===== config.mk =====
export PLATFORM = sky130hd
export DESIGN_NAME = axis_video_pattern_gen
export DESIGN_NICKNAME = d
export VERILOG_FILES = /design/src/rtl/vpg_pkg.sv /design/src/rtl/vpg_pixel_calc.sv /design/src/rtl/axis_video_pattern_gen.sv
export SDC_FILE = /design/constraint.sdc
export NUM_CORES = 1
export LEC_CHECK = 0
export ABC_AREA = 1
export CORE_UTILIZATION = 55
export CTS_CLUSTER_SIZE = 30
export DETAILED_ROUTE_END_ITERATION = 10
export PLACE_DENSITY_LB_ADDON = 0.12
export SLEW_MARGIN = 30
export SYNTH_ARGS = -nofsm -noshare
export SYNTH_HDL_FRONTEND = slang
export SYNTH_SLANG_ARGS = --single-unit

===== constraint.sdc =====
create_clock -name axi_clk -period 3.4 [get_ports axi_clk]
set_clock_uncertainty 0.05 [all_clocks]
set_input_delay 1.02 -clock axi_clk [delete_from_list [all_inputs] [get_ports axi_clk]]
set_output_delay 1.02 -clock axi_clk [all_outputs]
set_load 0.005 [all_outputs]

===== src/rtl/vpg_pkg.sv =====
// Shared definitions for the AXI4-Stream video pattern generator:
// pattern codes, colour-bar table and FSM state encoding.
package vpg_pkg;

  localparam logic [1:0] PAT_BARS  = 2'd0;
  localparam logic [1:0] PAT_CHECK = 2'd1;
  localparam logic [1:0] PAT_GRAD  = 2'd2;
  localparam logic [1:0] PAT_SOLID = 2'd3;

  // Index 0 is the rightmost entry: white, yellow, cyan, green, magenta, red, blue, black.
  localparam logic [7:0][23:0] BAR_RGB = {
    24'h000000, 24'h0000FF, 24'hFF0000, 24'hFF00FF,
    24'h00FF00, 24'h00FFFF, 24'hFFFF00, 24'hFFFFFF
  };

  typedef enum logic [1:0] {
    ST_IDLE   = 2'd0,
    ST_ACTIVE = 2'd1,
    ST_GAP    = 2'd2
  } state_t;

endpackage


===== src/rtl/vpg_pixel_calc.sv =====
// Combinational pixel function: maps pattern, coordinates, bar index and
// solid colour to a 24-bit RGB pixel.
module vpg_pixel_calc
  import vpg_pkg::*;
#(
  parameter int unsigned XW          = 10,
  parameter int unsigned YW          = 9,
  parameter int unsigned CHECK_SHIFT = 5
) (
  input  logic [1:0]    pattern_i,
  input  logic [XW-1:0] x_i,
  input  logic [YW-1:0] y_i,
  input  logic [2:0]    bar_i,
  input  logic [23:0]   solid_i,
  output logic [23:0]   pixel_o
);

  logic       chk_bit;
  logic [7:0] x8;
  logic [7:0] y8;

  always_comb begin
    chk_bit = (|((x_i >> CHECK_SHIFT) & XW'(1))) ^ (|((y_i >> CHECK_SHIFT) & YW'(1)));
    x8      = 8'(x_i);
    y8      = 8'(y_i);
    pixel_o = '0;
    case (pattern_i)
      PAT_BARS:  pixel_o = BAR_RGB[bar_i];
      PAT_CHECK: pixel_o = chk_bit ? '1 : '0;
      PAT_GRAD:  pixel_o = {x8, y8, 8'(x8 + y8)};
      default:   pixel_o = solid_i;
    endcase
  end

endmodule


===== src/rtl/axis_video_pattern_gen.sv =====
// AXI4-Stream test-frame source: colour bars, checkerboard, gradient or solid,
// with TREADY backpressure, TUSER start-of-frame and an idle gap between frames.
module axis_video_pattern_gen
  import vpg_pkg::*;
#(
  parameter int unsigned H_ACTIVE    = 640,
  parameter int unsigned V_ACTIVE    = 480,
  parameter int unsigned FRAME_GAP   = 16,
  parameter int unsigned CHECK_SHIFT = 5
) (
  input  logic        axi_clk,
  input  logic        axi_resetn,
  input  logic        enable,
  input  logic [1:0]  pattern_sel,
  input  logic [23:0] solid_rgb,
  output logic [23:0] m_axis_tdata,
  output logic        m_axis_tvalid,
  input  logic        m_axis_tready,
  output logic        m_axis_tlast,
  output logic        m_axis_tuser,
  output logic [15:0] frame_count,
  output logic        busy
);

  localparam int unsigned XW  = $clog2(H_ACTIVE);
  localparam int unsigned YW  = (V_ACTIVE > 2) ? $clog2(V_ACTIVE) : 1;
  localparam int unsigned BW  = $clog2(H_ACTIVE / 8);
  localparam int unsigned GW  = (FRAME_GAP > 1) ? $clog2(FRAME_GAP) : 1;
  localparam logic [XW-1:0] X_LAST    = XW'(H_ACTIVE - 1);
  localparam logic [YW-1:0] Y_LAST    = YW'(V_ACTIVE - 1);
  localparam logic [BW-1:0] BCNT_LAST = BW'(H_ACTIVE / 8 - 1);
  localparam logic [GW-1:0] GAP_LAST  = GW'(FRAME_GAP - 1);

  state_t        state_q, state_d;
  logic [XW-1:0] x_q, x_d, x_n;
  logic [YW-1:0] y_q, y_d, y_n;
  logic [2:0]    bar_q, bar_d, bar_n;
  logic [BW-1:0] bcnt_q, bcnt_d, bcnt_n;
  logic [GW-1:0] gap_q, gap_d;
  logic [1:0]    pat_q, pat_d;
  logic [23:0]   solid_q, solid_d;
  logic [23:0]   tdata_q, tdata_d;
  logic          tvalid_q, tvalid_d, tlast_q, tlast_d, tuser_q, tuser_d;
  logic [15:0]   fcnt_q, fcnt_d;

  logic          start, xfer;
  logic [1:0]    calc_pat;
  logic [XW-1:0] calc_x;
  logic [YW-1:0] calc_y;
  logic [2:0]    calc_bar;
  logic [23:0]   calc_solid, pixel;

  // Post-transfer counters; the pixel for them is precomputed so tdata is ready
  // on the cycle after each transfer without a bubble.
  always_comb begin
    x_n    = x_q + 1'b1;
    y_n    = y_q;
    bar_n  = bar_q;
    bcnt_n = bcnt_q + 1'b1;
    if (bcnt_q == BCNT_LAST) begin
      bcnt_n = '0;
      bar_n  = bar_q + 1'b1;
    end
    if (x_q == X_LAST) begin
      x_n    = '0;
      bar_n  = '0;
      bcnt_n = '0;
      y_n    = (y_q == Y_LAST) ? '0 : y_q + 1'b1;
    end
    xfer  = tvalid_q & m_axis_tready;
    start = enable & ((state_q == ST_IDLE) | ((state_q == ST_GAP) & (gap_q == GAP_LAST)));
    calc_pat   = start ? pattern_sel : pat_q;
    calc_solid = start ? solid_rgb : solid_q;
    calc_x     = start ? '0 : x_n;
    calc_y     = start ? '0 : y_n;
    calc_bar   = start ? '0 : bar_n;
  end

  vpg_pixel_calc #(
    .XW         (XW),
    .YW         (YW),
    .CHECK_SHIFT(CHECK_SHIFT)
  ) u_pixel_calc (
    .pattern_i(calc_pat),
    .x_i      (calc_x),
    .y_i      (calc_y),
    .bar_i    (calc_bar),
    .solid_i  (calc_solid),
    .pixel_o  (pixel)
  );

  always_comb begin
    state_d  = state_q;
    x_d      = x_q;
    y_d      = y_q;
    bar_d    = bar_q;
    bcnt_d   = bcnt_q;
    gap_d    = gap_q;
    pat_d    = pat_q;
    solid_d  = solid_q;
    tdata_d  = tdata_q;
    tvalid_d = tvalid_q;
    tlast_d  = tlast_q;
    tuser_d  = tuser_q;
    fcnt_d   = fcnt_q;
    case (state_q)
      ST_IDLE: ;
      ST_ACTIVE: begin
        if (xfer) begin
          if ((x_q == X_LAST) && (y_q == Y_LAST)) begin
            fcnt_d   = fcnt_q + 16'd1;
            x_d      = '0;
            y_d      = '0;
            bar_d    = '0;
            bcnt_d   = '0;
            gap_d    = '0;
            tdata_d  = '0;
            tvalid_d = 1'b0;
            tlast_d  = 1'b0;
            tuser_d  = 1'b0;
            state_d  = ST_GAP;
          end else begin
            x_d     = x_n;
            y_d     = y_n;
            bar_d   = bar_n;
            bcnt_d  = bcnt_n;
            tdata_d = pixel;
            tlast_d = (x_n == X_LAST);
            tuser_d = (x_n == '0) && (y_n == '0);
          end
        end
      end
      ST_GAP: begin
        if (gap_q == GAP_LAST) state_d = ST_IDLE;
        else gap_d = gap_q + 1'b1;
      end
      default: state_d = ST_IDLE;
    endcase
    // Frame start from IDLE or end of GAP overrides the per-state updates above.
    if (start) begin
      state_d  = ST_ACTIVE;
      pat_d    = pattern_sel;
      solid_d  = solid_rgb;
      x_d      = '0;
      y_d      = '0;
      bar_d    = '0;
      bcnt_d   = '0;
      tdata_d  = pixel;
      tvalid_d = 1'b1;
      tlast_d  = 1'b0;
      tuser_d  = 1'b1;
    end
  end

  always_ff @(posedge axi_clk or negedge axi_resetn) begin
    if (!axi_resetn) begin
      state_q  <= ST_IDLE;
      x_q      <= '0;
      y_q      <= '0;
      bar_q    <= '0;
      bcnt_q   <= '0;
      gap_q    <= '0;
      pat_q    <= '0;
      solid_q  <= '0;
      tdata_q  <= '0;
      tvalid_q <= 1'b0;
      tlast_q  <= 1'b0;
      tuser_q  <= 1'b0;
      fcnt_q   <= '0;
    end else begin
      state_q  <= state_d;
      x_q      <= x_d;
      y_q      <= y_d;
      bar_q    <= bar_d;
      bcnt_q   <= bcnt_d;
      gap_q    <= gap_d;
      pat_q    <= pat_d;
      solid_q  <= solid_d;
      tdata_q  <= tdata_d;
      tvalid_q <= tvalid_d;
      tlast_q  <= tlast_d;
      tuser_q  <= tuser_d;
      fcnt_q   <= fcnt_d;
    end
  end

  assign m_axis_tdata  = tdata_q;
  assign m_axis_tvalid = tvalid_q;
  assign m_axis_tlast  = tlast_q;
  assign m_axis_tuser  = tuser_q;
  assign frame_count   = fcnt_q;
  assign busy          = (state_q != ST_IDLE);

endmodule

==> results.toml <==
[global_route]
antenna_found_initial = 0
grt_use_total_pct = 28.3
grt_max_degree = 66
grt_pass1_vias = 5004
grt_overflow = 0
grt_pass1_wl_microns = 24200

[hold_path]
holdCritPathClass = "register to register"
whs_endpoint = "solid_q[0]$_DFF_PN0_"
min_path_cells = 2
worstHoldStart = "solid_q[0]$_DFF_PN0_"

[cts]
ctsRootBufferMaster = "clkbuf_8"
cts.htree.levels = 3
cts.clk_slew.worst_paths_ns = 0.09
cts_tree = "built"
cts_sinks = 104
clk_latency_ns = 0.38
cts_hold_buf = 0
clk_path_buf_depth = 2
numCtsBuffers = 9

[route]
viasPerCell = 5.40
drt-total-wl_microns = 14700
dr_total_vias = 5214
drc = 0
dr.first_iter.drc_count = 320
wl_per_cell_microns = 15.2
dr.pass1.iters = 5
ant_nets = 0

[worst_setup_path]
path_buf_inv = 5
reg2reg_slack_ns = 0.25
required_ns = 3.63
rr_endpoint = "m_axis_tdata[6]$_DFFE_PN0P_"
cpMostUsedCell = "nand2_1"
critPathTopFamily = "simple AND/OR/NAND/NOR gates"
cp-end-kind = "register"
crit_type = "input pin to register"
crit_fanout = 4
startpoint_type = "input pin"
r2r_cells = 23
slowest_delay_ns = 0.45
crit_chain = "clkdlybuf4s50_1, inv_1, nor2_2, nand2_2, inv_2, nor2_2, inv_2, nor2_1, ha_1, fa_1, nand2_1, inv_1, o21ai_0, nand2_1, nand2_1, nand2_1, nand2_1, nand3b_1, nand3_1, nand2_1, nand3_1, nand2_1"
rr_startpoint = "x_q[1]$_DFFE_PN0P_"
critPathSlowestCell = "clkdlybuf4s50_1"
arrival_ns = 3.43

[timing]
timing.final.ws_setup_ns = 0.195
max_freq_mhz = 312
setup_violations = 0
finalHoldViolations = 0
worstMarginPinSlew_ns = 0.541
fin_crit_sh_pct = 94.3
max_slew_margin_pct = 64.0
drv_slew = 0
hold_ws_ns = 0.434
fin_crit_ns = 3.21

[synthesis]
syn_area_sq_mm = 0.00568
yosysTopAreaCellShare_pct = 45.8
ys_warn_count = 0
ys_types = 37
synth_area_leaders = "dfrtp_1, nand2_1, o21ai_0, inv_1, nor2_1"
ys_ff_latch = 104
synth_nets = 769
avgSynthCellArea_sq_um = 7.86
synthCells = 723
synth_top_area_cell = "dfrtp_1"
yosysSeqAreaShare_pct = 45.8

[place]
io_buffers = 73
dp_hpwl_microns = 10600
dpl_worst_slack_ns = -0.205
placed_cell_area_sq_mm = 0.00678
place.gp.congestion = 0.938
placed_cells = 944

[layout]
fin_area_sq_mm = 0.00707
synthToLayoutAreaGrowth_pct = 24.5
num_antenna_cells = 0
stdcell_count = 966
drive_above_1_share_pct = 10.9
nets = 875

[pwr]
powerDensity_mw_per_mm2 = 649
p_leak_nw = 3.48
power_mw = 4.59
vdd_drop_max_v = 0.000541

[run]
cap_violations = 0

[run_status]
outcome = "complete, no violations"

[die]
fp-row-count = 36
coreArea_sq_mm = 0.00991
dieArea_sq_mm = 0.0107
die_w_microns = 104
initial_core_util_pct = 57.3
die_h_microns = 104
ios = 74
[worst register-to-register path, cell delays in order (launching register included)]
cell,delay [ns]
dfrtp_1,0.43
ha_2,0.23
nand2_2,0.09
nor2_4,0.13
nand2_2,0.11
nor2_4,0.22
buf_4,0.17
nor2_2,0.04
inv_2,0.05
nor2_1,0.05
ha_1,0.22
fa_1,0.38
nand2_1,0.07
inv_1,0.05
o21ai_0,0.13
nand2_1,0.09
nand2_1,0.09
nand2_1,0.05
nand2_1,0.07
nand3b_1,0.08
nand3_1,0.09
nand2_1,0.05
nand3_1,0.06
nand2_1,0.05
[state kept, by name (all words and copies together) (netlist names)]
register and flops:
m_axis_tdata 24, solid_q 24, frame_count 16, x_q 10, y_q 9, bcnt_q 7, gap_q 4, bar_q 3
pat_q 2, state_q 2, m_axis_tlast 1, m_axis_tuser 1, m_axis_tvalid 1
[cells in the final DEF (no fill, tap or decap), types with 14 or more instances in the layout]
cell / count
nand2_1: 188
nand3_1: 30
inv_1: 77
o21ai_1: 23
ha_1: 14
buf_4: 40
nor2_1: 62
a21oi_1: 34
dfrtp_1: 104
o21ai_0: 63
clkdlybuf4s50_1: 72
[worst max path at each step]
stage	start	endpoint	slack, ns	cells after the start
5_1_grt	x_q[1]$_DFFE_PN0P_	m_axis_tdata[6]$_DFFE_PN0P_	-0.02	24
4_1_cts	x_q[1]$_DFFE_PN0P_	m_axis_tdata[6]$_DFFE_PN0P_	0.17	22
3_3_place_gp	enable	m_axis_tdata[6]$_DFFE_PN0P_	-0.15	22
2_1_floorplan	enable	m_axis_tdata[6]$_DFFE_PN0P_	0.17	21
3_5_place_dp	enable	m_axis_tdata[6]$_DFFE_PN0P_	-0.21	22
6_report	enable	m_axis_tdata[6]$_DFFE_PN0P_	0.19	22
[per-stage QoR]
| stage | setup TNS [ns] | utilization (%) |
|---|---|---|
| after detailed placement | -0.995 | 68.4 |
| after floorplan | 0 | - |
| after global placement | -0.349 | 68.4 |
| after global routing | -0.0222 | 71.3 |
| after CTS | 0 | 70.8 |
| final | 0 | 71.3 |
[final cells by class]
| cell class | instances | area (sq um) |
|---|---|---|
| Fill cell | 813 | 2840 |
| Tap cell | 133 | 166 |
| Sequential cell | 104 | 2600 |
| Clock inverter | 3 | 90.1 |
| Multi-Input combinational cell | 515 | 2690 |
| Inverter | 85 | 319 |
| Timing Repair Buffer | 114 | 1060 |
| Clock buffer | 12 | 145 |
[metal layers]
metal  track usage, %  vias up  part of all wire [%]
met5                0        -                     0
met4             7.97        0                   1.5
met3             7.36       23                   6.6
met2             45.7      189                    48
met1             37.7     2444                    44
li1                 -     2558                     -
[synth_stat cells]
library cell and count:
a32o_1 2, nand4_4 1, a21oi_1 34, buf_2 5, ha_1 15, nand4_2 1, or2_1 2, o21bai_1 1
nand2_2 6, nor2_1 63, nor3_1 4, o22ai_1 9, or2_2 8, nand3_2 2, nor2_4 5, o32ai_1 1
nor2_2 3, fa_1 1, nand3_1 30, nor3b_1 2, nor4_1 3, nand2_1 188, inv_2 7, dfrtp_1 104
a31oi_1 3, clkbuf_1 14, nand3_4 1, nand3b_1 2, nand4_1 10, o21ai_0 63, mux2i_1 9, o21ai_1 23
clkinv_1 1, xnor2_1 12, inv_1 77, o31ai_1 1, xor2_1 10
[kinds of logic after synthesis]
family          after synthesis  share of synthesized area, %
mux                           9                          1.59
buf+inv                     104                          6.98
simple gates                331                          25.9
xor+xnor                     22                          3.39
fa+ha+maj                    16                          3.66
flops                       104                          45.8
compound gates              137                          12.7
[where the power goes]
group | leakage (nW) | internal [mW] | switching, mW | total, mW
Sequential | 1.30 | 1.58 | 0.225 | 1.80
Combinational | 2.07 | 0.839 | 1.03 | 1.87
Clock | 0.117 | 0.506 | 0.408 | 0.914
Total | 3.48 | 2.92 | 1.67 | 4.59
[repair_timing]
| item | in CTS | in global routing |
|---|---|---|
| endpoints found under the setup margin | 0 | 1 |
| resized for setup | 0 | 2 |
| setup buffers | 0 | 7 |
(Power assumes the default switching activity.)
